==> src/rtl/spi_slave_rx.sv <==
// SPI mode-0 slave receiver: oversamples sclk/cs/mosi on clk, deserializes MSB-first
// words and presents them on a valid/ready register with overrun and frame-error pulses.
module spi_slave_rx #(
  parameter int DATA_WIDTH  = 8,
  parameter int SYNC_STAGES = 2
) (
  input  logic                  clk,
  input  logic                  rst,
  input  logic                  sclk,
  input  logic                  cs,
  input  logic                  mosi,
  input  logic                  rx_ready,
  output logic [DATA_WIDTH-1:0] rx_data,
  output logic                  rx_valid,
  output logic                  busy,
  output logic                  overrun,
  output logic                  frame_err
);

  localparam int CNT_W = $clog2(DATA_WIDTH);
  localparam logic [CNT_W-1:0] LAST_BIT = CNT_W'(DATA_WIDTH - 1);

  typedef enum logic {IDLE, RECV} state_t;

  logic [SYNC_STAGES-1:0] sclk_sync;
  logic [SYNC_STAGES-1:0] cs_sync;
  logic [SYNC_STAGES-1:0] mosi_sync;
  logic                   sclk_p1;

  logic                   sclk_s;
  logic                   cs_s;
  logic                   mosi_s;
  logic                   sclk_rise;
  logic                   word_done;
  logic [DATA_WIDTH-1:0]  shift_nxt;

  state_t                 state;
  logic [DATA_WIDTH-2:0]  shreg;
  logic [CNT_W-1:0]       cnt;

  // Synchronizer stage: equal depth on all three lines keeps mosi aligned with sclk edges
  always_ff @(posedge clk or posedge rst) begin
    if (rst) begin
      sclk_sync <= '0;
      cs_sync   <= '1;
      mosi_sync <= '0;
      sclk_p1   <= 1'b0;
    end else begin
      sclk_sync <= {sclk_sync[SYNC_STAGES-2:0], sclk};
      cs_sync   <= {cs_sync[SYNC_STAGES-2:0], cs};
      mosi_sync <= {mosi_sync[SYNC_STAGES-2:0], mosi};
      sclk_p1   <= sclk_s;
    end
  end

  assign sclk_s    = sclk_sync[SYNC_STAGES-1];
  assign cs_s      = cs_sync[SYNC_STAGES-1];
  assign mosi_s    = mosi_sync[SYNC_STAGES-1];
  assign sclk_rise = sclk_s & ~sclk_p1;
  // Only the first DATA_WIDTH-1 bits are stored; the last bit goes straight into the word
  assign shift_nxt = {shreg, mosi_s};
  assign word_done = (state == RECV) && sclk_rise && (cnt == LAST_BIT);

  // Receive FSM and output register stage
  always_ff @(posedge clk or posedge rst) begin
    if (rst) begin
      state     <= IDLE;
      shreg     <= '0;
      cnt       <= '0;
      rx_data   <= '0;
      rx_valid  <= 1'b0;
      busy      <= 1'b0;
      overrun   <= 1'b0;
      frame_err <= 1'b0;
    end else begin
      busy      <= ~cs_s;
      overrun   <= 1'b0;
      frame_err <= 1'b0;

      case (state)
        IDLE: begin
          cnt <= '0;
          if (!cs_s) state <= RECV;
        end
        RECV: begin
          if (sclk_rise) begin
            shreg <= shift_nxt[DATA_WIDTH-2:0];
            cnt   <= word_done ? '0 : cnt + CNT_W'(1);
          end
          // A completing word wins over a simultaneous cs rise
          if (cs_s) begin
            state <= IDLE;
            if (!word_done) begin
              cnt <= '0;
              if (cnt != '0) begin
                frame_err <= 1'b1;
                shreg     <= '0;
              end
            end
          end
        end
        default: state <= IDLE;
      endcase

      if (word_done) begin
        if (!rx_valid || rx_ready) begin
          rx_data  <= shift_nxt;
          rx_valid <= 1'b1;
        end else begin
          overrun <= 1'b1;
        end
      end else if (rx_valid && rx_ready) begin
        rx_valid <= 1'b0;
      end
    end
  end

endmodule

==> config.mk <==
export PLATFORM = sky130hd
export DESIGN_NAME = spi_slave_rx
export DESIGN_NICKNAME = d
export VERILOG_FILES = /design/src/rtl/spi_slave_rx.sv
export SDC_FILE = /design/constraint.sdc
export NUM_CORES = 1
export LEC_CHECK = 0
export CAP_MARGIN = 0
export CORE_UTILIZATION = 45
export CTS_BUF_LIST = sky130_fd_sc_hd__clkbuf_4
export DETAILED_ROUTE_END_ITERATION = 12
export PLACE_DENSITY = 0.72
export SLEW_MARGIN = 10
export SYNTH_ARGS = -nofsm -noshare
export SYNTH_HDL_FRONTEND = slang
export SYNTH_SLANG_ARGS = --single-unit
==> constraint.sdc <==
create_clock -name clk -period 1.75 [get_ports clk]
set_input_delay 0.35 -clock clk [delete_from_list [all_inputs] [get_ports clk]]
set_output_delay 0.35 -clock clk [all_outputs]
set_load 0.02 [all_outputs]
**After elaboration in Yosys (flattened, before gate mapping)**

Cells that the tools add are included.

- Latch bits: 0
- Input bits: 6
- Logic and storage cells: 47
- Register bits after elaboration: 30
- Output and inout port bits: 12
- Memory bits (writable): 0
- Memories kept: 0
- ROM bits: 0

- Reduce and logical (&&, ||, !) cells: 9
- Add/sub/neg operators: 1
- Order comparisons: 0
- Multiplexer cells: 19
- Shifts and indexed selects: 0
- Eq/ne operators: 2
- Multipliers: 0
- Bitwise logic cells: 4
- Divide/modulo/power cells: 0

Operator list:

| kind | number |
|---|---|
| 7-bit two-way mux | 4 |
| 3-bit two-way mux | 4 |
| 1-bit two-way mux | 10 |
| 3-bit one-hot mux with 2 select lines | 1 |
| 2-bit AND reduction | 2 |
| 3-bit by 1-bit adder with 3-bit output (second input constant) | 1 |
| 3-bit == test (second input constant) | 1 |
| 1-bit logical AND | 3 |
| 1-bit inverter | 3 |
| 3-bit nonzero test | 1 |
| 2-bit by 1-bit inequality test with 1-bit output (second input constant) | 1 |
| 2-bit nonzero test | 1 |
| 1-bit bitwise AND | 1 |
| 1-bit zero test | 1 |
| 1-bit logical OR | 1 |

**Depth between registers and ports, before layout**

Gate-level depths: netlist of the first run.

- Depth after elaboration: 9
- Mapped depth: 6
- Mapped depth without buffers: 5

**Least setup slack after synthesis of the first run**

Ideal clock, no wire load.

- Kind: register to register
- From: reg cnt[0]
- To: reg rx_data[0]
- Buffers on the path: 1
- Period minus slack after synthesis: 1530 ps
- Arrival time: 1405 ps
- Required time: 1625 ps
- Setup slack: 220 ps
- Stages on the path, launching flop included: 7
- Setup time: 125 ps
- Cell sequence: dfrtp_1 ha_1 ha_1 nand4b_2 nor2b_2 buf_6 mux2_4

- Cells in the longest elaborated chain, start to end: 3

Ends and longest elaborated chain:

| item | RTL line | text |
|---|---|---|
| start: declaration | 39 | `logic [CNT_W-1:0] cnt;` |
| start signal: assignment | 88 | `cnt <= word_done ? '0 : cnt + CNT_W'(1);` |
| 3-bit == test | 62 | `assign word_done = (state == RECV) && sclk_rise && (cnt == LAST_BIT);` |
| 1-bit logical AND | 62 |  |
| 2-bit AND reduction (no line) | n/a |  |
| end signal: assignment | 107 | `rx_data <= shift_nxt;` |
| end: declaration | 13 | `output logic [DATA_WIDTH-1:0] rx_data,` |

No other way between the ends.
A chain may end at the register's enable or synchronous reset.

**Worst setup path in the final report of the first run**

- From: reg rx_valid
- To: out rx_valid

RTL lines:

| item | RTL line | text |
|---|---|---|
| start: declaration | 14 | `output logic rx_valid,` |
| start signal: assignment | 71 | `rx_valid <= 1'b0;` |
| start signal: assignment | 108 | `rx_valid <= 1'b1;` |
| start signal: assignment | 113 | `rx_valid <= 1'b0;` |

No word-level cell between the ends.

==> flow_summary.json, run 1 <==
{
  "status": "finished clean",
  "ys_top_cells_by_area": "dfrtp_1 (59%), mux2_4 (11%), a22o_1 (5.4%), dfstp_2 (4.6%), ha_1 (3.3%)",
  "slowest_delay_ns": 0.62,
  "final_nets": 111,
  "crit_family": "buffers and inverters",
  "fin_hold_ws_ns": 0.357,
  "worstPathArrival_ns": 1.33,
  "dp_cells": 123,
  "antennaDiodeCount": 0,
  "yosysWarnings": 0,
  "worstPathMaxFanout": 2,
  "intPower_mw": 0.924,
  "grt_pass1_vias": 676,
  "power_mw": 1.22,
  "worstHoldPathType": "register to register",
  "multi_input_area_um2": 398,
  "dieArea_um2": 2740,
  "grt_antenna_before_repair": 0,
  "rsz0062_at_grt": "false",
  "wl_um": 1880,
  "ios": 18,
  "drt_iter0_drc": 8,
  "crit_required_ns": 1.40,
  "viasPerCell": 5.16,
  "synth-seq-cells": 29,
  "worst_pin_slew_ns": 0.398,
  "cp-end-kind": "output pin",
  "drc": 0,
  "fin_cells": 131,
  "start_kind": "register",
  "cts_tree": "done",
  "cts_max_level": 2,
  "synth_nets": 86,
  "period_share_pct": 96.1,
  "syn_area_per_cell_um2": 14.8,
  "relSlewSlack_pct": 73.4,
  "core_um2": 2300,
  "setup_viol": 0,
  "p_seq_share_pct": 61.2,
  "initial_core_util_pct": 49.7,
  "irDropWorstVdd_mv": 0.676,
  "fp.dieH_um": 52.4,
  "place.gp.congestion": 0.774,
  "dominantRegCellSynth": "dfrtp_1",
  "maxCapViolations": 0,
  "switching_share_pct": 24.1,
  "drv_slew": 0,
  "tns_ns": 0,
  "numClockSinks": 29,
  "ys_types": 22,
  "grt_pass1_wl_um": 3180,
  "fmax_mhz": 594,
  "power.switching_mw": 0.294,
  "hpwlAfterDp_um": 1350,
  "reg2regPathDepth": 6,
  "path_cells": "clkdlybuf4s50_1",
  "async_reset_ff_share_pct": 100,
  "root_buffer": "clkbuf_4",
  "die_w_um": 52.4,
  "path_depth": 1,
  "power_frac_comb_pct": 6.7,
  "drive_gt1_share_pct": 27.2,
  "fin_worst_skew_ns": 0.00905,
  "drt-wirelength-per-cell_um": 14.4,
  "syn_inst": 77,
  "clk_pin_slew_worst_paths_ns": 0.08,
  "clock_latency_ns": 0.33,
  "grt_use_total_pct": 17.7,
  "final-hold-violation-count": 0,
  "slowest_stage": "clkdlybuf4s50_1",
  "synth_top_area_share_pct": 59.2,
  "area_growth_syn_to_layout_pct": 25.4,
  "syn_area_um2": 1140,
  "ys_seq_area_share_pct": 63.8,
  "min_path_cells": 0,
  "rows": 17,
  "grt_max_degree": 30,
  "path_buf_inv": 1,
  "clk_path_buf_depth": 2,
  "p_leak_nw": 0.672,
  "num_vias": 676,
  "p_per_area_nw_per_um2": 851,
  "holdBufCountCts": 0,
  "synth_edf_count": 0,
  "seqCellArea_um2": 728,
  "nFillCells": 201,
  "p_clk_share_pct": 32.1,
  "antenna_left": 0,
  "dr.pass1.iters": 4,
  "yosysTopAreaCell": "dfrtp_1",
  "post-route-min-period_ns": 1.68,
  "portBuffers": 17,
  "path_class": "register to output pin",
  "numCtsBuffers": 5,
  "grt-ovfl-total": 0
}
sequential cells by signal, summed over array words and instances, names as in the netlist:
name       cells
rx_data        8
frame_err      1
cs_sync        2
sclk_p1        1
overrun        1
sclk_sync      2
rx_valid       1
busy           1
mosi_sync      2
shreg          7
cnt            3
cells by family after synthesis:
kind of cell	synth area share [%]
AOI/OAI and AO/OA	10.1
adders and majority gates	3.29
buffers and inverters	2.63
DFF	63.8
muxes	10.5
and+or+nand+nor	9.65
final timing paths:
check	startpoint	end	slack, ns
worst max-delay path	rx_valid	rx_valid	0.07
worst min-delay path	mosi_sync[0]	mosi_sync[1]	0.36
worst max register to register	cnt[0]	rx_data[2]	0.09
worst min register to register	mosi_sync[0]	mosi_sync[1]	0.36
max in group asynchronous	rst	cs_sync[0]	1.07
min in group asynchronous	rst	rx_data[3]	0.38
cells in the mapped netlist (2+ instances only):
cell	instances
a22o_1	7
nand3_1	3
nand2b_1	2
dfstp_2	2
inv_1	5
nand2_1	5
mux2_4	8
a21oi_1	3
ha_1	3
dfrtp_1	27
metal layers:
metal / vias to the layer above / GRT usage (%) / part of all wire, %
met5: - / 0 / 0
met4: 0 / 9.21 / 2.2
met3: 5 / 7.83 / 4.7
met2: 17 / 28.1 / 49
met1: 337 / 19.9 / 44
li1: 317 / - / -
metrics by stage:
step / setup WS (ns) / util (%) / instance area (µm²)
final: 0.0674 / 62.3 / 1430
after detailed placement: 0.0176 / 59.3 / 1360
after global routing: 0.00231 / 62.3 / 1430
after CTS: 0.00459 / 61.7 / 1420
after floorplan: 0.220 / - / 1140
after global placement: 0.0703 / 59.3 / 1360
what timing repair did:
action,in CTS,in global routing
setup buffers,0,0
gates resized for setup,1,3
endpoints found under the setup margin,1,8
hold endpoints to repair,0,0
layout make-up:
class	count	area share (%)
flip-flops and latches	29	50.9
multi-input cells	42	27.8
repair buffers	19	13.7
clock buffers	6	3.15
well taps	28	2.45
inverters	5	1.31
clock inverters	2	0.699
worst register-to-register path: stages, from the launching register on:
cell and delay [ns]:
dfrtp_1 0.40, ha_2 0.21, ha_4 0.15, nand4b_2 0.15, nor2b_2 0.18, buf_12 0.15
mux2_4 0.31
placed cells by master, fill, tap and decap left out:
cell type | Yosys | layout
a21boi_0 | 1 | 1
a21boi_2 | 1 | 1
a21oi_1 | 3 | 3
a22o_1 | 7 | 7
a31oi_2 | 1 | 1
and2_2 | 1 | 1
and2b_1 | 1 | 1
buf_12 | 0 | 1
buf_4 | 0 | 1
clkbuf_4 | 0 | 6
clkdlybuf4s50_1 | 0 | 16
clkinv_2 | 0 | 2
dfrtp_1 | 27 | 27
dfstp_2 | 2 | 2
dlygate4sd2_1 | 0 | 1
ha_1 | 3 | 1
ha_2 | 0 | 1
ha_4 | 0 | 1
inv_1 | 5 | 5
mux2_4 | 8 | 8
nand2_1 | 5 | 5
nand2b_1 | 2 | 2
nand2b_4 | 1 | 1
nand3_1 | 3 | 3
nand3b_1 | 1 | 1
nand4b_2 | 1 | 1
nor2_1 | 1 | 1
nor2b_2 | 1 | 1
o211ai_1 | 1 | 1
power by group through the flow:
stage          Sequential, mW  Clock, mW  Combinational (mW)
2_1_floorplan           0.749          0              0.0543
3_3_place_gp            0.755          0              0.0797
3_5_place_dp            0.759          0              0.0826
4_1_cts                 0.745      0.401              0.0826
5_1_grt                 0.752      0.432              0.0906
6_report                0.745      0.391              0.0810
Note: power is estimated with default switching activity, not from simulation.
==> run 2: changes to the inputs <==
--- a/config.mk
+++ b/config.mk
@@ -10,6 +10,7 @@
 export CTS_BUF_LIST = sky130_fd_sc_hd__clkbuf_4
 export DETAILED_ROUTE_END_ITERATION = 12
 export PLACE_DENSITY = 0.72
+export REMOVE_ABC_BUFFERS = 1
 export SLEW_MARGIN = 10
 export SYNTH_ARGS = -nofsm -noshare
 export SYNTH_HDL_FRONTEND = slang
==> run 2 against run 1 <==
- flip-flop and latch count stayed put
- clock skew rose by 0.00091 ns
- utilization increased by 0.054 points
- final cell count rose by 1.5%
- first-iteration DRC count increased by 100%
- clock-buffer cell count decreased by 1
- die area did not move
- worst hold slack got worse by 0.0011 ns
- critical path depth stayed put
- maximum frequency up 0.97%
- cell area about the same
- register-to-register slack is essentially flat
- critical endpoint unchanged
==> flow_summary.json, run 2 (synthesis results as in run 1) <==
{
  "final_common_cell": "dfrtp_1",
  "grt_use_total_pct": 16.7,
  "initial_core_util_pct": 49.7,
  "worstHoldPathType": "register to register",
  "p_per_area_nw_per_um2": 822,
  "antenna_left": 0,
  "grt-ovfl-total": 0,
  "period_share_pct": 95.2,
  "numClockSinks": 29,
  "most-common-layout-cells": "dfrtp_1 (27), clkdlybuf4s50_1 (16), mux2_4 (8), a22o_1 (7)",
  "path_class": "register to output pin",
  "dr.pass1.iters": 4,
  "final_nets": 113,
  "grt_max_degree": 30,
  "antennaDiodeCount": 0,
  "cts_tree": "done",
  "root_buffer": "clkbuf_4",
  "start_kind": "register",
  "numCtsBuffers": 5,
  "cp-end-kind": "output pin",
  "cts_max_level": 2,
  "final-hold-violation-count": 0,
  "place.gp.congestion": 0.763,
  "slowest_delay_ns": 0.61,
  "hpwlAfterDp_um": 1250,
  "die_w_um": 52.4,
  "relSlewSlack_pct": 75.6,
  "grt_pass1_vias": 735,
  "power_mw": 1.18,
  "fin_worst_skew_ns": 0.00995,
  "rsz0062_at_grt": "false",
  "clk_pin_slew_worst_paths_ns": 0.08,
  "clk_path_buf_depth": 2,
  "clock_latency_ns": 0.31,
  "status": "finished clean",
  "largest_register": "rx_data",
  "largest_reg_flops": 8,
  "core_um2": 2300,
  "path_cells": "clkdlybuf4s50_1",
  "grt_pass1_wl_um": 3130,
  "area_growth_syn_to_layout_pct": 25.5,
  "viasPerCell": 5.10,
  "drt_iter0_drc": 16,
  "worst_pin_slew_ns": 0.365,
  "crit_required_ns": 1.40,
  "grt_antenna_before_repair": 0,
  "fmax_mhz": 600,
  "worstPathMaxFanout": 2,
  "path_buf_inv": 1,
  "wl_um": 1810,
  "setup_viol": 0,
  "rows": 17,
  "irDropWorstVdd_mv": 0.558,
  "tns_ns": 0,
  "maxCapViolations": 0,
  "ios": 18,
  "crit_family": "buffers and inverters",
  "drv_slew": 0,
  "p_leak_nw": 0.688,
  "dieArea_um2": 2740,
  "portBuffers": 17,
  "worstPathArrival_ns": 1.32,
  "post-route-min-period_ns": 1.67,
  "slowest_stage": "clkdlybuf4s50_1",
  "num_vias": 678,
  "drive_gt1_share_pct": 25.7,
  "reg_top3": "rx_data (8), shreg (7), cnt (3)",
  "drt-wirelength-per-cell_um": 13.6,
  "fp.dieH_um": 52.4,
  "drc": 0
}
## run 2: final timing paths
kind / endpoint / start / slack, ns / depth (start not counted)
max in group asynchronous: cs_sync[0] / rst / 1.05 / 3
min in group asynchronous: shreg[6] / rst / 0.39 / 3
worst min register to register: sclk_sync[1] / sclk_sync[0] / 0.36 / 0
worst max-delay path: rx_valid / rx_valid / 0.08 / 1
worst min-delay path: sclk_sync[1] / sclk_sync[0] / 0.36 / 0
worst max register to register: rx_data[3] / cnt[0] / 0.09 / 6
## run 2: cell type report
class | instances | area (µm²)
clock inverter | 3 | 12.5
fill | 179 | 865
inverter | 5 | 18.8
multi-input combinational | 42 | 385
clock buffer | 5 | 37.5
timing repair buffer | 21 | 215
tap | 28 | 35.0
sequential | 29 | 728
## run 2: metrics by stage
stage | util (%) | setup WS [ns] | std cells | hold slack [ns] | area (µm²)
2_1_floorplan | - | 0.0485 | 76 | 0.331 | 1130
3_3_place_gp | 59.3 | 0.0699 | 123 | 0.333 | 1360
3_5_place_dp | 59.3 | 0.0652 | 123 | 0.343 | 1360
4_1_cts | 61.5 | 0.0125 | 131 | 0.361 | 1410
5_1_grt | 62.4 | 0.00568 | 133 | 0.369 | 1430
6_report | 62.4 | 0.0835 | 133 | 0.356 | 1430
## run 2: repair_timing
item | in CTS | in global routing
gates resized for setup | 0 | 2
buffers inserted | 0 | 2
endpoints found under the setup margin | 0 | 9
hold buffers | 0 | 0
## run 2: routing by layer
layer  vias to the layer above  part of all wire [%]  global-route usage [%]  wire (µm)
li1                        321                     -                       -          -
met2                        20                    47                    25.1        857
met5                         -                     0                       0          0
met4                         0                   2.3                    10.5         42
met1                       331                    45                    19.6        818
met3                         6                   5.0                    6.96         91
## run 2: power by group
group | internal, mW | switching (mW) | total [mW] | leakage [nW]
Combinational | 0.0455 | 0.0359 | 0.0814 | 0.278
Sequential | 0.712 | 0.0327 | 0.744 | 0.380
Clock | 0.145 | 0.207 | 0.352 | 0.0300
Total | 0.902 | 0.276 | 1.18 | 0.688
==> run 3: changes to the inputs <==
--- a/config.mk
+++ b/config.mk
@@ -9,7 +9,7 @@
 export CORE_UTILIZATION = 45
 export CTS_BUF_LIST = sky130_fd_sc_hd__clkbuf_4
 export DETAILED_ROUTE_END_ITERATION = 12
-export PLACE_DENSITY = 0.72
+export PLACE_DENSITY = 0.74
 export REMOVE_ABC_BUFFERS = 1
 export SLEW_MARGIN = 10
 export SYNTH_ARGS = -nofsm -noshare
==> constraint.sdc (replaced) <==
create_clock -name clk -period 1.5 [get_ports clk]
set_input_delay 0.3 -clock clk [delete_from_list [all_inputs] [get_ports clk]]
set_output_delay 0.3 -clock clk [all_outputs]
set_load 0.02 [all_outputs]
==> run 3 against run 2 <==
- the run now ends with negative setup slack left
- critical path depth up 5
- final cell count up 5.3%
- register-to-register slack lost 0.13 ns
- global-route usage rose by 2.0 points
- clock power increased by 28%
- critical path type is now register to register
- via count is 6.3% higher
- critical endpoint is now rx_data[1]
==> flow_summary.json, run 3 (synthesis results as in run 1) <==
{
  "status": "finished with violations",
  "failed_checks": "negative setup slack",
  "most-common-layout-cells": "dfrtp_1 (26), dlygate4sd2_1 (12), buf_4 (9), mux2_4 (8), a22o_1 (7)",
  "start_kind": "register",
  "stdcell_area_um2": 1560,
  "dp_cells": 128,
  "rows": 17,
  "crit_family": "flip-flops",
  "grt_pass1_wl_um": 3570,
  "cts_max_level": 2,
  "hpwlAfterDp_um": 1320,
  "crit_required_ns": 1.71,
  "final_common_cell": "dfrtp_1",
  "antenna_left": 0,
  "clk_path_buf_depth": 2,
  "fp.dieH_um": 52.4,
  "holdBufCountCts": 0,
  "initial_core_util_pct": 49.7,
  "fin_worst_skew_ns": 0.0100,
  "timing.final.ws_setup_ns": -0.0421,
  "grt_antenna_before_repair": 0,
  "rrSetupSlack_ns": -0.04,
  "power.switching_mw": 0.367,
  "p_per_area_nw_per_um2": 918,
  "core_um2": 2300,
  "slowest_delay_ns": 0.40,
  "antennaDiodeCount": 0,
  "grt_most_used_layer": "met2",
  "period_share_pct": 103,
  "post-route-min-period_ns": 1.54,
  "final_nets": 120,
  "numCtsBuffers": 5,
  "cp-end-kind": "register",
  "p_leak_nw": 0.797,
  "clock_latency_ns": 0.32,
  "drive_gt1_share_pct": 37.5,
  "path_cells": "ha_4 > ha_4 > nand4b_4 > nor2b_4 > buf_12 > mux2_4",
  "crit_top_cell": "ha_4",
  "drc": 0,
  "grt_use_total_pct": 18.7,
  "fmax_mhz": 648,
  "worstPathArrival_ns": 1.75,
  "cts_tree": "done",
  "area_growth_syn_to_layout_pct": 36.8,
  "p_seq_share_pct": 61.0,
  "setup_viol": 8,
  "r2r-start": "cnt[0]",
  "num_vias": 721,
  "worst_pin_slew_ns": 0.256,
  "wl_um": 2220,
  "grt_pass1_vias": 750,
  "ios": 18,
  "irDropWorstVdd_mv": 0.879,
  "largest_reg_flops": 8,
  "p_clk_share_pct": 31.5,
  "portBuffers": 17,
  "reg2regPathDepth": 6,
  "clk_pin_slew_worst_paths_ns": 0.10,
  "final-hold-violation-count": 0,
  "fin_cells": 140,
  "intPower_mw": 1.07,
  "die_w_um": 52.4,
  "switching_share_pct": 25.6,
  "path_class": "register to register",
  "grt-ovfl-total": 0,
  "r2r-end": "rx_data[1]",
  "grt_max_degree": 30,
  "rsz0062_at_grt": "true",
  "fin_hold_ws_ns": 0.294,
  "place.gp.congestion": 0.769,
  "drt-wirelength-per-cell_um": 15.9,
  "largest_register": "rx_data",
  "worstHoldPathType": "primary input to async pin",
  "dr.pass1.iters": 4,
  "viasPerCell": 5.15,
  "path_buf_inv": 1,
  "slowest_stage": "dfrtp_1",
  "place_area_um2": 1410,
  "root_buffer": "clkbuf_4",
  "power_frac_comb_pct": 7.5,
  "use_met2_pct": 30.0,
  "relSlewSlack_pct": 82.9,
  "use_met1_pct": 23.4,
  "power_mw": 1.43,
  "drv_slew": 0,
  "numClockSinks": 29,
  "reg_top3": "rx_data (8), shreg (7), cnt (3)",
  "dieArea_um2": 2740,
  "maxCapViolations": 0,
  "place_ws_ns": -0.150,
  "worstPathMaxFanout": 8,
  "drt_iter0_drc": 7,
  "grtUsageMet3_pct": 6.09
}
==> run 3: cell count changes in the layout (fill, tap and decap cells not counted), sizes merged <==
cell / before / now
dlygate4sd2: 0 / 12
clkdlybuf4s50: 16 / 5
buf: 4 / 11
clkinv: 3 / 2
clkinvlp: 0 / 1
dlymetal6s2s: 1 / 0
==> run 3: per-stage QoR <==
stage	util (%)	setup TNS [ns]
floorplan	-	-1.61
global placement	61.5	-0.989
detailed placement	61.5	-1.14
CTS	65.5	-0.318
global route	68.0	-1.10
finish	68.0	-0.286
==> run 3: worst min-delay path, delay by kind of cell <==
family,cells,cell delay (ns)
buf+inv,3,0.67
==> run 3: final cells by class <==
cell class              count  area, µm²
inverters                   5       21.3
well taps                  28       35.0
multi-input cells          42        458
clock inverters             3       17.5
fillers                   177        736
repair buffers             28        263
clock buffers               5       37.5
flip-flops and latches     29        729
==> run 3: how the worst max path moves through the flow <==
stage               startpoint    endpoint  cells past startpoint
floorplan               cnt[0]  rx_data[0]                      5
global placement      rx_ready  rx_data[3]                      5
detailed placement    rx_ready  rx_data[5]                      5
CTS                     cnt[1]  rx_data[5]                      6
global route            cnt[1]  rx_data[5]                      6
finish                  cnt[0]  rx_data[1]                      6
==> run 3: power by group through the flow <==
stage / clock [mW] / combinational, mW / sequential (mW)
global placement: 0 / 0.0990 / 0.880
detailed placement: 0 / 0.101 / 0.885
finish: 0.452 / 0.108 / 0.875
global route: 0.490 / 0.118 / 0.879
CTS: 0.464 / 0.102 / 0.871
floorplan: 0 / 0.0633 / 0.874
==> run 3: repair_timing <==
item,in CTS,in global routing
gates resized for setup,19,8
pin swaps,2,10
cloned,0,0
hold endpoints to repair,0,0
setup buffers,2,2
setup endpoints to repair,27,16
==> run 3: metal layers <==
layer / wire, µm / up-vias / share of wire [%]
met1: 985 / 367 / 44
li1: - / 334 / -
met3: 87 / 4 / 3.9
met2: 1120 / 16 / 50
met5: 0 / - / 0
met4: 29 / 0 / 1.3
